<file path="config.mk">
export PLATFORM = sky130hd
export DESIGN_NAME = tea_ctr_stream
export DESIGN_NICKNAME = d
export VERILOG_FILES = /design/src/rtl/tea_ctr_stream.sv
export SDC_FILE = /design/constraint.sdc
export NUM_CORES = 1
export LEC_CHECK = 0
export BUFFER_PORTS_ARGS = -buffer_cell sky130_fd_sc_hd__buf_2
export CAP_MARGIN = 20
export CORE_ASPECT_RATIO = 0.75
export CORE_UTILIZATION = 30
export DETAILED_ROUTE_END_ITERATION = 10
export SYNTH_ARGS = -nofsm -noshare
export SYNTH_HDL_FRONTEND = slang
export SYNTH_SLANG_ARGS = --single-unit
</file>
<file path="constraint.sdc">
create_clock -name clk -period 24 [get_ports clk]
set_input_delay 1.2 -clock clk [delete_from_list [all_inputs] [get_ports clk]]
set_output_delay 1.2 -clock clk [all_outputs]
set_load 0.01 [all_outputs]
</file>
<file path="src/rtl/tea_ctr_stream.sv">
// Streaming TEA counter-mode block: latches key/nonce/counter on cfg_load and prefetches
// one keystream block per input beat with an iterative round engine, one round per clock.
module tea_ctr_stream #(
   parameter int unsigned ROUNDS = 32,
   parameter int unsigned CTR_W  = 32,
   parameter logic [31:0] DELTA  = 32'h9E3779B9
) (
   input  logic              clk,
   input  logic              rst_n,
   input  logic              cfg_load,
   input  logic [127:0]      key,
   input  logic [63-CTR_W:0] nonce,
   input  logic [CTR_W-1:0]  ctr_init,
   input  logic              in_valid,
   output logic              in_ready,
   input  logic [63:0]       in_data,
   input  logic              in_last,
   output logic              out_valid,
   input  logic              out_ready,
   output logic [63:0]       out_data,
   output logic              out_last,
   output logic              busy,
   output logic              ctr_wrap
);

   typedef enum logic [1:0] {
      S_IDLE  = 2'd0,
      S_GEN   = 2'd1,
      S_READY = 2'd2,
      S_DRAIN = 2'd3
   } state_t;

   state_t state, state_n;

   logic [127:0]      key_q;
   logic [63-CTR_W:0] nonce_q;
   logic [CTR_W-1:0]  ctr_q;
   logic [CTR_W-1:0]  ctr_inc;
   logic              ctr_max;

   logic [31:0] v0, v1, sum;
   logic [31:0] v0_n, v1_n, sum_n;
   logic [31:0] k0, k1, k2, k3;
   logic [6:0]  rnd;
   logic        last_round;

   logic [63:0] blk_cfg;
   logic [63:0] blk_next;

   logic hs;
   logic out_take;

   assign k0 = key_q[127:96];
   assign k1 = key_q[95:64];
   assign k2 = key_q[63:32];
   assign k3 = key_q[31:0];

   assign ctr_inc    = ctr_q + CTR_W'(1);
   assign ctr_max    = (ctr_q == {CTR_W{1'b1}});
   assign last_round = (rnd == 7'(ROUNDS - 1));
   assign out_take   = out_valid && out_ready;

   // At CTR_W=64 the nonce vector is degenerate; the cast keeps only the counter.
   assign blk_cfg  = 64'({nonce, ctr_init});
   assign blk_next = 64'({nonce_q, ctr_inc});

   // One full TEA round; v1 uses the freshly updated v0.
   always_comb begin
      sum_n = sum + DELTA;
      v0_n  = v0 + (((v1 << 4) + k0) ^ (v1 + sum_n) ^ ((v1 >> 5) + k1));
      v1_n  = v1 + (((v0_n << 4) + k2) ^ (v0_n + sum_n) ^ ((v0_n >> 5) + k3));
   end

   always_ff @(posedge clk or negedge rst_n) begin
      if (!rst_n) begin
         state <= S_IDLE;
      end else begin
         state <= state_n;
      end
   end

   // in_ready is only ever raised from READY, and cfg_load masks it so a new
   // configuration always wins over a same-cycle handshake.
   always_comb begin
      state_n  = state;
      in_ready = 1'b0;
      hs       = 1'b0;
      case (state)
         S_IDLE: begin
         end
         S_GEN: begin
            if (last_round) begin
               state_n = S_READY;
            end
         end
         S_READY: begin
            in_ready = !cfg_load && (!out_valid || out_ready);
            if (in_valid && in_ready) begin
               state_n = (in_last || ctr_max) ? S_DRAIN : S_GEN;
            end
         end
         S_DRAIN: begin
            if (out_take) begin
               state_n = S_IDLE;
            end
         end
         default: state_n = S_IDLE;
      endcase
      hs = in_valid && in_ready;
      if (cfg_load) begin
         state_n = S_GEN;
      end
   end

   // Configuration, counter and round engine. After the last round v0/v1 hold
   // the keystream until the next handshake reloads them with the next counter.
   always_ff @(posedge clk or negedge rst_n) begin
      if (!rst_n) begin
         key_q   <= '0;
         nonce_q <= '0;
         ctr_q   <= '0;
         v0      <= '0;
         v1      <= '0;
         sum     <= '0;
         rnd     <= '0;
      end else if (cfg_load) begin
         key_q   <= key;
         nonce_q <= nonce;
         ctr_q   <= ctr_init;
         v0      <= blk_cfg[63:32];
         v1      <= blk_cfg[31:0];
         sum     <= '0;
         rnd     <= '0;
      end else if (hs) begin
         ctr_q <= ctr_inc;
         v0    <= blk_next[63:32];
         v1    <= blk_next[31:0];
         sum   <= '0;
         rnd   <= '0;
      end else if (state == S_GEN) begin
         v0  <= v0_n;
         v1  <= v1_n;
         sum <= sum_n;
         rnd <= rnd + 7'd1;
      end
   end

   // Output register: a new beat may load in the same cycle the old one is taken.
   always_ff @(posedge clk or negedge rst_n) begin
      if (!rst_n) begin
         out_valid <= 1'b0;
         out_data  <= '0;
         out_last  <= 1'b0;
      end else if (cfg_load) begin
         out_valid <= 1'b0;
         out_data  <= '0;
         out_last  <= 1'b0;
      end else if (hs) begin
         out_valid <= 1'b1;
         out_data  <= in_data ^ {v0, v1};
         out_last  <= in_last;
      end else if (out_take) begin
         out_valid <= 1'b0;
         out_data  <= '0;
         out_last  <= 1'b0;
      end
   end

   always_ff @(posedge clk or negedge rst_n) begin
      if (!rst_n) begin
         busy     <= 1'b0;
         ctr_wrap <= 1'b0;
      end else if (cfg_load) begin
         busy     <= 1'b1;
         ctr_wrap <= 1'b0;
      end else begin
         if (state == S_DRAIN && out_take) begin
            busy <= 1'b0;
         end
         if (hs && ctr_max) begin
            ctr_wrap <= 1'b1;
         end
      end
   end

endmodule

</file>
## Yosys cells after proc, flatten, opt, wreduce, memory -nomap -nowiden

Cells that the tools add are included.

| word-level totals | value |
|---|---|
| bits in registers | 365 |
| output and inout port bits | 69 |
| bits of input ports | 262 |
| word-level logic and storage cells | 87 |

| cells by class | value |
|---|---|
| reduce and logical (&&, ||, !) cells | 17 |
| bitwise gates (word level) | 5 |
| eq/ne operators | 8 |
| mux-type cells | 33 |
| add/sub/neg operators | 11 |

Operator list:

| operator | count |
|---|---|
| $mux W32 | 11 |
| $add A32 B32 Y32 | 6 |
| $mux W64 | 3 |
| $xor A32 B32 Y32 | 4 |
| $add A27 B32 Y32 | 2 |
| $xor A64 B64 Y64 | 1 |
| $add A32 B1 Y32 const B | 1 |
| $add A32 B32 Y32 const B | 1 |
| $eq A32 B32 Y1 const B | 1 |
| $mux W7 | 3 |
| $mux W1 | 10 |
| $mux W2 | 5 |
| $ne A3 B3 Y1 const B | 3 |
| $add A7 B1 Y7 const B | 1 |
| $eq A7 B5 Y1 const B | 1 |
| $logic_and A1 B1 Y1 | 6 |
| $pmux W2 S3 | 1 |
| $reduce_bool A2 Y1 | 3 |
| $reduce_bool A3 Y1 | 2 |
| $eq A2 B2 Y1 const B | 2 |
| $reduce_and A4 Y1 | 1 |
| $reduce_bool A4 Y1 | 1 |
| $eq A2 B1 Y1 const B | 1 |
| $logic_not A1 Y1 | 2 |
| $logic_or A1 B1 Y1 | 2 |

## Longest topological paths before layout

Gate-level depths: netlist (run 1).

| logic depth | value |
|---|---|
| depth after elaboration | 12 |
| depth in mapped cells | 47 |

## Worst setup path after synthesis (run 1)

No wires, ideal clock.

| timing | value |
|---|---|
| kind | register to register |
| from | register sum[0] |
| to | register v1[31] |
| arrival time | 9.093 ns |
| required time | 23.876 ns |
| buffers on the path | 1 |
| period minus slack after synthesis | 9.217 ns |
| cell stages (with the launch flop) | 47 |
| setup time | 0.124 ns |
| path slack | 14.783 ns |
| cell sequence | dfrtp_1 ha_1 a2111o_1 a21boi_2 o21ai_2 o31ai_4 nand2_2 o21a_1 or3_1 buf_2 xor2_1 ha_1 and3_1 o21ai_0 o21ai_0 nor2_1 xnor2_1 xnor2_1 [11 not listed] or2_2 a211oi_1 o21ai_0 xnor2_1 xnor2_1 ha_1 a21oi_1 a21boi_0 or3_1 nor3b_1 o211ai_1 nor2_1 a2111oi_0 a21oi_1 a31oi_1 xor2_1 xnor2_1 o21ai_1 |

| between the ends | value |
|---|---|
| cells in the longest elaborated chain, start to end | 12 |
| elaborated cells on any way between the ends | 14 |
| those cells by class | add/sub (7); mux (3); bitwise (4) |

Ends and longest elaborated chain:

| what | line | RTL |
|---|---|---|
| from (decl) | 41 | `logic [31:0] v0, v1, sum;` |
| from (signal assigned) | 143 | `sum <= sum_n;` |
| $add A32 B32 Y32 (*) | 69 | `sum_n = sum + DELTA;` |
| $add A32 B32 Y32 | 70 | `v0_n = v0 + (((v1 << 4) + k0) ^ (v1 + sum_n) ^ ((v1 >> 5) + k1));` |
| $xor A32 B32 Y32 (2 in series) | 70 |  |
| $add A32 B32 Y32 | 70 |  |
| $add A32 B32 Y32 | 71 | `v1_n = v1 + (((v0_n << 4) + k2) ^ (v0_n + sum_n) ^ ((v0_n >> 5) + k3));` |
| $xor A32 B32 Y32 | 71 |  |
| $xor A32 B32 Y32 (*) | 71 |  |
| $add A32 B32 Y32 (*) | 71 |  |
| $mux W32 (*) | 140 | `end else if (state == S_GEN) begin` |
| $mux W32 (*) | 134 | `end else if (hs) begin` |
| $mux W32 (*) | 126 | `end else if (cfg_load) begin` |
| to (signal assigned) | 131 | `v1 <= blk_cfg[31:0];` |
| to (signal assigned) | 137 | `v1 <= blk_next[31:0];` |
| to (signal assigned) | 142 | `v1 <= v1_n;` |
| to (decl) | 41 |  |

Mark *: on every way between the ends. The rest lies on a longest branch, timed or not. The select of a mux whose other input is x is not followed.
A chain may end at the register's enable or synchronous reset.

## Worst setup path after layout (run 1)

Same ends and word-level chain as after synthesis.

==> impl_metrics.yaml, run 1 <==
timing:
  relSlewSlack_pct: 31.0
  worstMarginPinSlew_ns: 1.03
  drv_slew: 0
  hold_viol: 0
  grt_setup_unrepaired: "false"
  fin_crit_sh_pct: 45.2
  fin_crit_ns: 10.84
  finalSetupViolations: 0
  clock.fmax_mhz: 92.3
  finalSetupTns_ns: 0
  clock_skew_ns: 0.0344
floorplan:
  rows: 97
  die_area_sq_mm: 0.0958
  start_util_pct: 30.3
  die_w_um: 357
  coreArea_sq_mm: 0.0936
  dieHeight_um: 268
  pin_count: 331
layout:
  area_growth_pct: 17.1
  drive_gt1_share_pct: 18.7
  ff_latch_area_sq_mm: 0.00913
  multiInputGateArea_sq_mm: 0.0187
  num-nets-final: 3920
  utilization_pct: 35.5
  stdcell_count: 4679
  fillCellCount: 9496
yosys:
  synth_cells: 3073
  async_reset_ff_share_pct: 100
  synth_compound_area_share_pct: 20.5
  yosysUniqueCellTypes: 83
  ys_seq_elements: 365
  synthXorXnorAreaFrac_pct: 15.9
  syn-num-nets: 3595
  synth_fa_ha_area_share_pct: 11.7
  synth_top_family_by_area: "compound AO/OA/AOI/OAI gates"
  yosysWarnings: 0
  synth_ff_type: "dfrtp_1"
  yosysTopAreaCell: "dfrtp_1"
  syn_avg_cell_area_sq_um: 9.23
  synth_area_leaders: "dfrtp_1, xnor2_1, ha_1"
  yosys.area.top_type_share_pct: 32.2
  yosysSeqAreaShare_pct: 32.2
  synth_edf_count: 0
  syn_area_sq_mm: 0.0284
  synthMuxAreaShare_pct: 6.45
  synthSimpleGateAreaFrac_pct: 11.1
status:
  run_status: "finished clean"
grt:
  grt_use_total_pct: 20.4
  grt_max_degree: 152
  grt_first_pass_wirelength_um: 147000
  overflow: 0
  grt_pass1_vias: 23217
  antenna_found_initial: 28
setup_path:
  rr_startpoint: "sum[0]"
  worst_path_most_repeated_cell: "xnor2_1"
  r2r_cells: 44
  critical-path-slowest-cell: "a2111oi_0"
  r2r_end: "v1[31]"
  cp-start-kind: "register"
  cp.arrival_ns: 11.31
  r2r_setup_slack_ns: 13.16
  endpoint_kind: "register"
  critPathKind: "register to register"
  worstPathMaxFanout: 6
  crit_required_ns: 24.47
  cp-endpoint: "v1[31]"
  worstSetupStartpoint: "sum[0]"
  max_stage_delay_ns: 0.71
routing:
  remaining_drc_errors: 0
  antenna_left: 0
  drtIter0Drc: 1918
  vias: 24482
  routed_wl_um: 100000
  dr.pass1.iters: 6
  wl_per_cell_um: 21.4
  vias_per_cell: 5.23
flow_run:
  cap_violations: 0
clock_tree:
  cts.repair.resized: 0
  postCtsHoldBufs: 0
  clk_pin_slew_ns: 0.06
  postCtsSetupBuffers: 0
  clock-sinks: 365
  clockRootBuffer: "clkbuf_16"
  htreeDepth: 2
  cts_buffer_depth: 3
  numCtsBuffers: 45
  insertion_delay_ns: 0.61
  tritoncts: "yes"
placed_design:
  hpwl_um: 78400
  place_inst: 4587
  io_buffers: 330
  place.gp.congestion: 0.939
hold_path:
  timing.hold.worst.class: "register to register"
-- layer usage --
metal / GRT usage [%] / wire length (um)
met5: 0 / 182
met4: 4.47 / 1990
met3: 5.75 / 9660
met2: 27.9 / 38800
met1: 30.9 / 49400
-- area by class of cell --
| class | count | area share (%) |
|---|---|---|
| flip-flops and latches | 365 | 27.5 |
| multi-input cells | 2552 | 56.2 |
| inverters | 55 | 0.621 |
| clock buffers | 61 | 3.91 |
| diodes | 12 | 0.0904 |
| well taps | 1237 | 4.66 |
| repair buffers | 379 | 6.17 |
| clock inverters | 18 | 0.844 |
-- cell usage after synthesis, types with 9 or more instances --
cell,count
nor4_1,11
nor3_1,20
buf_1,9
a2111oi_0,12
o21ai_0,233
xor2_1,107
a22oi_1,35
o21bai_1,36
a211oi_1,19
nand2_1,277
inv_1,54
clkbuf_1,90
o21a_1,28
a21oi_1,263
nand2b_1,30
a21o_1,122
ha_1,252
a221o_1,9
mux2_2,159
o211ai_1,19
xnor2_1,395
nor2b_1,22
a31oi_1,43
and3_1,26
nand3_1,51
dfrtp_1,365
nand4_1,16
nor2_1,197
and2_1,16
-- metrics by stage --
stage / instance area (sq um) / worst slack [ns] / hold slack (ns)
final: 33200 / 13.16 / 0.471
after global routing: 33200 / 12.26 / 0.498
after CTS: 33200 / 13.15 / 0.478
after detailed placement: 31600 / 13.24 / 0.465
after global placement: 31600 / 13.27 / 0.456
after floorplan: 28400 / 14.78 / 0.469
-- worst max-delay path: cells and delay by family (launching register included) --
family,cells,cell delay [ns]
compound gates,20,5.16
xor+xnor,9,1.80
fa+ha+maj,5,1.60
buf+inv,1,0.22
flops,1,0.45
simple gates,9,1.44
-- how the worst min path moves through the flow --
stage,startpoint,to,slack (ns),depth (start not counted)
after global routing,out_data[45],out_data[45],0.50,2
after CTS,out_data[24],out_data[24],0.48,2
after detailed placement,out_data[10],out_data[10],0.46,2
after floorplan,nonce_q[24],v0[24],0.47,2
final,out_data[14],out_data[14],0.47,2
after global placement,out_data[14],out_data[14],0.46,2
-- cell usage in the layout, fill, tap and decap left out, types with 51 or more instances in the layout --
| cell type | instances |
|---|---|
| xnor2_1 | 395 |
| buf_2 | 328 |
| nand2_1 | 274 |
| mux2_2 | 159 |
| ha_1 | 252 |
| nand3_1 | 51 |
| a21oi_1 | 262 |
| a21o_1 | 122 |
| inv_1 | 54 |
| xor2_1 | 107 |
| dfrtp_1 | 365 |
| o21ai_0 | 233 |
| nor2_1 | 196 |
-- flip-flops by register name (all words and copies together), names as in the netlist, 2 cells and up --
signal and flops:
ctr_q 32, sum 32, nonce_q 32, key_q 128, v0 32, rnd 7
out_data 64, v1 32, state 2
-- logic make-up (layout without fill, tap and decap cells) --
kind of cell | after synthesis | after routing
mux | 163 | 163
xor+xnor | 507 | 507
flops | 365 | 365
compound gates | 923 | 923
fa+ha+maj | 260 | 260
buf+inv | 156 | 513
other cells | 0 | 12
simple gates | 699 | 699
Power of run 1 is not shown: default switching activity piles up to over one toggle a cycle in this logic, so the estimate is an artifact.
==> run 2: changes to the inputs <==
Clock period 24 ns to 9.95 ns, I/O delays scaled along.
==> impl_metrics.yaml, run 2 (synthesized netlist as in run 1, its figures left out) <==
layout:
  largest_reg_flops: 128
  reg.largest.list: "key_q x128, out_data x64"
  drive_gt1_share_pct: 21.4
  utilization_pct: 36.3
  regMostFlops: "key_q"
  num-nets-final: 3991
  area_growth_pct: 19.7
  final_common_cell: "xnor2_1"
  final_cell_mix: "xnor2_1, dfrtp_1, buf_2"
placed_design:
  io_buffers: 330
  hpwl_um: 82600
  dp_slack_ns: 0.108
  place.gp.congestion: 0.959
timing:
  finalSetupViolations: 0
  drv_slew: 0
  fin_crit_sh_pct: 94.2
  clock_skew_ns: 0.0342
  finalSetupTns_ns: 0
  fin_ws_ns: 0.572
  relSlewSlack_pct: 31.8
  clock.fmax_mhz: 107
  fin_crit_ns: 9.38
  worstMarginPinSlew_ns: 1.02
  hold_viol: 0
  fin_hold_ws_ns: 0.106
clock_tree:
  insertion_delay_ns: 0.62
  numCtsBuffers: 45
  cts_buffer_depth: 3
  clk_pin_slew_ns: 0.06
  tritoncts: "yes"
  clock-sinks: 365
  clockRootBuffer: "clkbuf_16"
  htreeDepth: 2
setup_path:
  r2r_cells: 42
  critPathKind: "register to register"
  cp-start-kind: "register"
  cp.depth: 42
  worstSetupStartpoint: "sum[1]"
  crit_required_ns: 10.45
  rr_startpoint: "sum[1]"
  worst_path_most_repeated_cell: "xnor2_1"
  endpoint_kind: "register"
  worstPathMaxFanout: 6
  critical-path-slowest-cell: "xor2_1"
  worstPathBufferInverterCount: 3
  critPathTopFamily: "compound AO/OA/AOI/OAI gates"
  cp.arrival_ns: 9.88
  max_stage_delay_ns: 0.47
routing:
  vias_per_cell: 5.23
  wl_per_cell_um: 21.9
  antenna_left: 0
  routed_wl_um: 104000
  drtIter0Drc: 2010
  dr.pass1.iters: 6
  remaining_drc_errors: 0
  vias: 24797
floorplan:
  start_util_pct: 30.3
  pin_count: 331
  dieHeight_um: 268
  rows: 97
  die_w_um: 357
  coreArea_sq_mm: 0.0936
  die_area_sq_mm: 0.0958
grt:
  grt_max_degree: 107
  grt_pass1_vias: 23510
  grt_first_pass_wirelength_um: 151000
  antenna_found_initial: 23
  grt_use_total_pct: 21.1
  overflow: 0
hold_path:
  worstHoldPathCells: 2
  min_from: "key[96]"
  timing.hold.worst.class: "input pin to register"
status:
  run_status: "finished clean"
flow_run:
  cap_violations: 0
[run 2: path summary, 6_finish.rpt]
check	end	slack, ns
setup / recovery	v1[28]	0.57
hold / removal	key_q[96]	0.11
setup reg to reg	v1[28]	0.57
hold reg to reg	out_data[63]	0.47
max in group asynchronous	key_q[61]	7.09
min in group asynchronous	out_data[8]	0.50
[run 2: layout make-up]
type                    instances  area [sq um]
well taps                    1237          1550
inverters                      55           206
clock buffers                  57          1240
fillers                      9518         59600
multi-input cells            2552         18900
flip-flops and latches        365          9140
repair buffers                450          2570
diodes                          6          15.0
clock inverters                22           280
[run 2: repair_timing]
item / 4_1_cts / 5_1_grt
resized for setup: 0 / 56
setup buffers: 0 / 19
hold buffers: 1 / 0
hold endpoints to repair: 63 / 0
endpoints found under the setup margin: 0 / 7
[run 2: routing by layer]
metal	part of all wire [%]	wire length [um]	vias to the layer above	global-route usage, %
li1	-	-	11866	-
met1	49	50900	11877	32.2
met2	38	39400	906	28.3
met3	11	11600	124	6.85
met4	1.6	1680	24	4.05
met5	0.13	138	-	0
[run 2: worst register-to-register path: cells and delay by family (launching register included)]
family,cells,cell delay (ns)
muxes,1,0.34
and+or+nand+nor,7,0.93
adders and majority gates,5,1.62
buffers and inverters,3,0.51
AOI/OAI and AO/OA,17,3.52
DFF,1,0.44
xor gates and xnor gates,9,1.87
[run 2: stage by stage]
stage                     std cells  area [sq um]
final                          4744         33900
after global routing           4738         33900
after detailed placement       4639         32000
after global placement         4639         32000
after CTS                      4719         33500
after floorplan                3073         28400
Power of run 2 is left out for the same reason.
==> run 3: changes to the inputs <==
Settings changed: CORE_ASPECT_RATIO 0.75 to unset, MAX_ROUTING_LAYER set to met4.
==> impl_metrics.yaml, run 3 (synthesized netlist as in run 1, its figures left out) <==
status:
  run_status: "finished clean"
layout:
  area_growth_pct: 19.8
  reg.largest.list: "key_q x128, out_data x64"
  final_common_cell: "xnor2_1"
  final_cell_mix: "xnor2_1, dfrtp_1, buf_2"
  largest_reg_flops: 128
  regMostFlops: "key_q"
  num-nets-final: 3998
  drive_gt1_share_pct: 21.8
routing:
  dr.pass1.iters: 5
  vias_per_cell: 5.16
  wl_per_cell_um: 21.1
  vias: 24600
  routed_wl_um: 101000
  remaining_drc_errors: 0
  drtIter0Drc: 1816
  antenna_left: 0
floorplan:
  coreArea_sq_mm: 0.0935
  start_util_pct: 30.3
  dieHeight_um: 309
  die_area_sq_mm: 0.0958
  die_w_um: 309
  rows: 112
  pin_count: 331
grt:
  overflow: 0
  antenna_found_initial: 11
  grt_max_degree: 85
  grt_first_pass_wirelength_um: 148000
  grt_pass1_vias: 23787
  grt_use_total_pct: 21.2
timing:
  fin_hold_ws_ns: 0.109
  finalSetupTns_ns: 0
  fin_crit_ns: 9.44
  hold_viol: 0
  finalSetupViolations: 0
  worstMarginPinSlew_ns: 0.974
  fin_crit_sh_pct: 94.9
  grt_setup_unrepaired: "true"
  clock.fmax_mhz: 106
  fin_ws_ns: 0.506
  relSlewSlack_pct: 35.1
  drv_slew: 0
  clock_skew_ns: 0.0188
flow_run:
  cap_violations: 0
clock_tree:
  cts_buffer_depth: 3
  numCtsBuffers: 45
  tritoncts: "yes"
  htreeDepth: 2
  insertion_delay_ns: 0.60
  clk_pin_slew_ns: 0.06
  clock-sinks: 365
  clockRootBuffer: "clkbuf_16"
setup_path:
  critPathKind: "register to register"
  max_stage_delay_ns: 0.55
  cp.arrival_ns: 9.92
  cp-start-kind: "register"
  crit_required_ns: 10.43
  critical-path-slowest-cell: "o41ai_1"
  rr_startpoint: "sum[1]"
  worst_path_most_repeated_cell: "xnor2_1"
  r2r_end: "v1[29]"
  r2r_cells: 46
  worstPathMaxFanout: 5
  r2r_setup_slack_ns: 0.51
  endpoint_kind: "register"
hold_path:
  worstHoldPathCells: 3
  timing.hold.worst.class: "input pin to register"
  min_to: "key_q[94]"
  min_from: "key[94]"
placed_design:
  dp_slack_ns: 0.0580
  io_buffers: 330
  hpwl_um: 80000
  place.gp.congestion: 0.928
[run 3: cell count changes in the layout (fill, tap and decap cells not counted), moves of 2 or more]
cell / delta
a2111oi_1: +2
a2111oi_2: -3
ha_2: +3
ha_4: -2
a21oi_2: +3
a21oi_4: -2
diode_2: +2
buf_4: +6
clkinv_8: -2
o21ai_1: -2
clkbuf_1: +3
a211oi_2: +3
a211oi_1: -3
o31ai_2: +2
[run 3: what timing repair did]
action	in CTS	in global routing
hold buffers	1	0
pin swaps	1	30
hold endpoints to repair	67	0
buffers inserted	1	18
setup endpoints to repair	2	6
resized for setup	1	61
[run 3: worst max path at each step]
| stage | cells after the start | to | slack, ns | startpoint |
|---|---|---|---|---|
| floorplan | 46 | v1[31] | 0.73 | sum[0] |
| global placement | 46 | v1[31] | 0.12 | sum[1] |
| detailed placement | 47 | v1[27] | 0.06 | sum[1] |
| CTS | 48 | v1[27] | 0.03 | sum[1] |
| global route | 49 | v1[27] | -0.13 | sum[1] |
| finish | 46 | v1[29] | 0.51 | sum[1] |
[run 3: final cells by class]
type	instances	area [sq um]
fill	9689	59500
multi-input combinational	2552	19000
sequential	365	9140
timing repair buffer	457	2630
tap	1254	1570
clock buffer	60	1250
clock inverter	20	221
inverter	55	206
antenna	8	20.0
[run 3: worst max-delay path, delay by kind of cell (launching register included)]
kind                       cells  cell delay (ns)
AOI/OAI and AO/OA             19             3.88
xor gates and xnor gates       9             1.36
adders and majority gates      5             1.46
buffers and inverters          3             0.46
DFF                            1             0.45
and+or+nand+nor               10             1.70
[run 3: routing by layer]
layer,global-route usage [%],routed length [um],vias up
met5,-,0,-
met4,5.00,2120,0
met3,3.97,6330,113
met2,30.9,43200,636
met1,30.0,49100,11980
li1,-,-,11871
[run 3: through the flow]
stage | cell area, sq um | util [%] | cells
after floorplan | 28400 | - | 3073
final | 34000 | 36.4 | 4771
after global routing | 34000 | 36.4 | 4771
after detailed placement | 32000 | 34.3 | 4662
after global placement | 32000 | 34.3 | 4662
after CTS | 33500 | 35.9 | 4744
Power of run 3 is left out for the same reason.
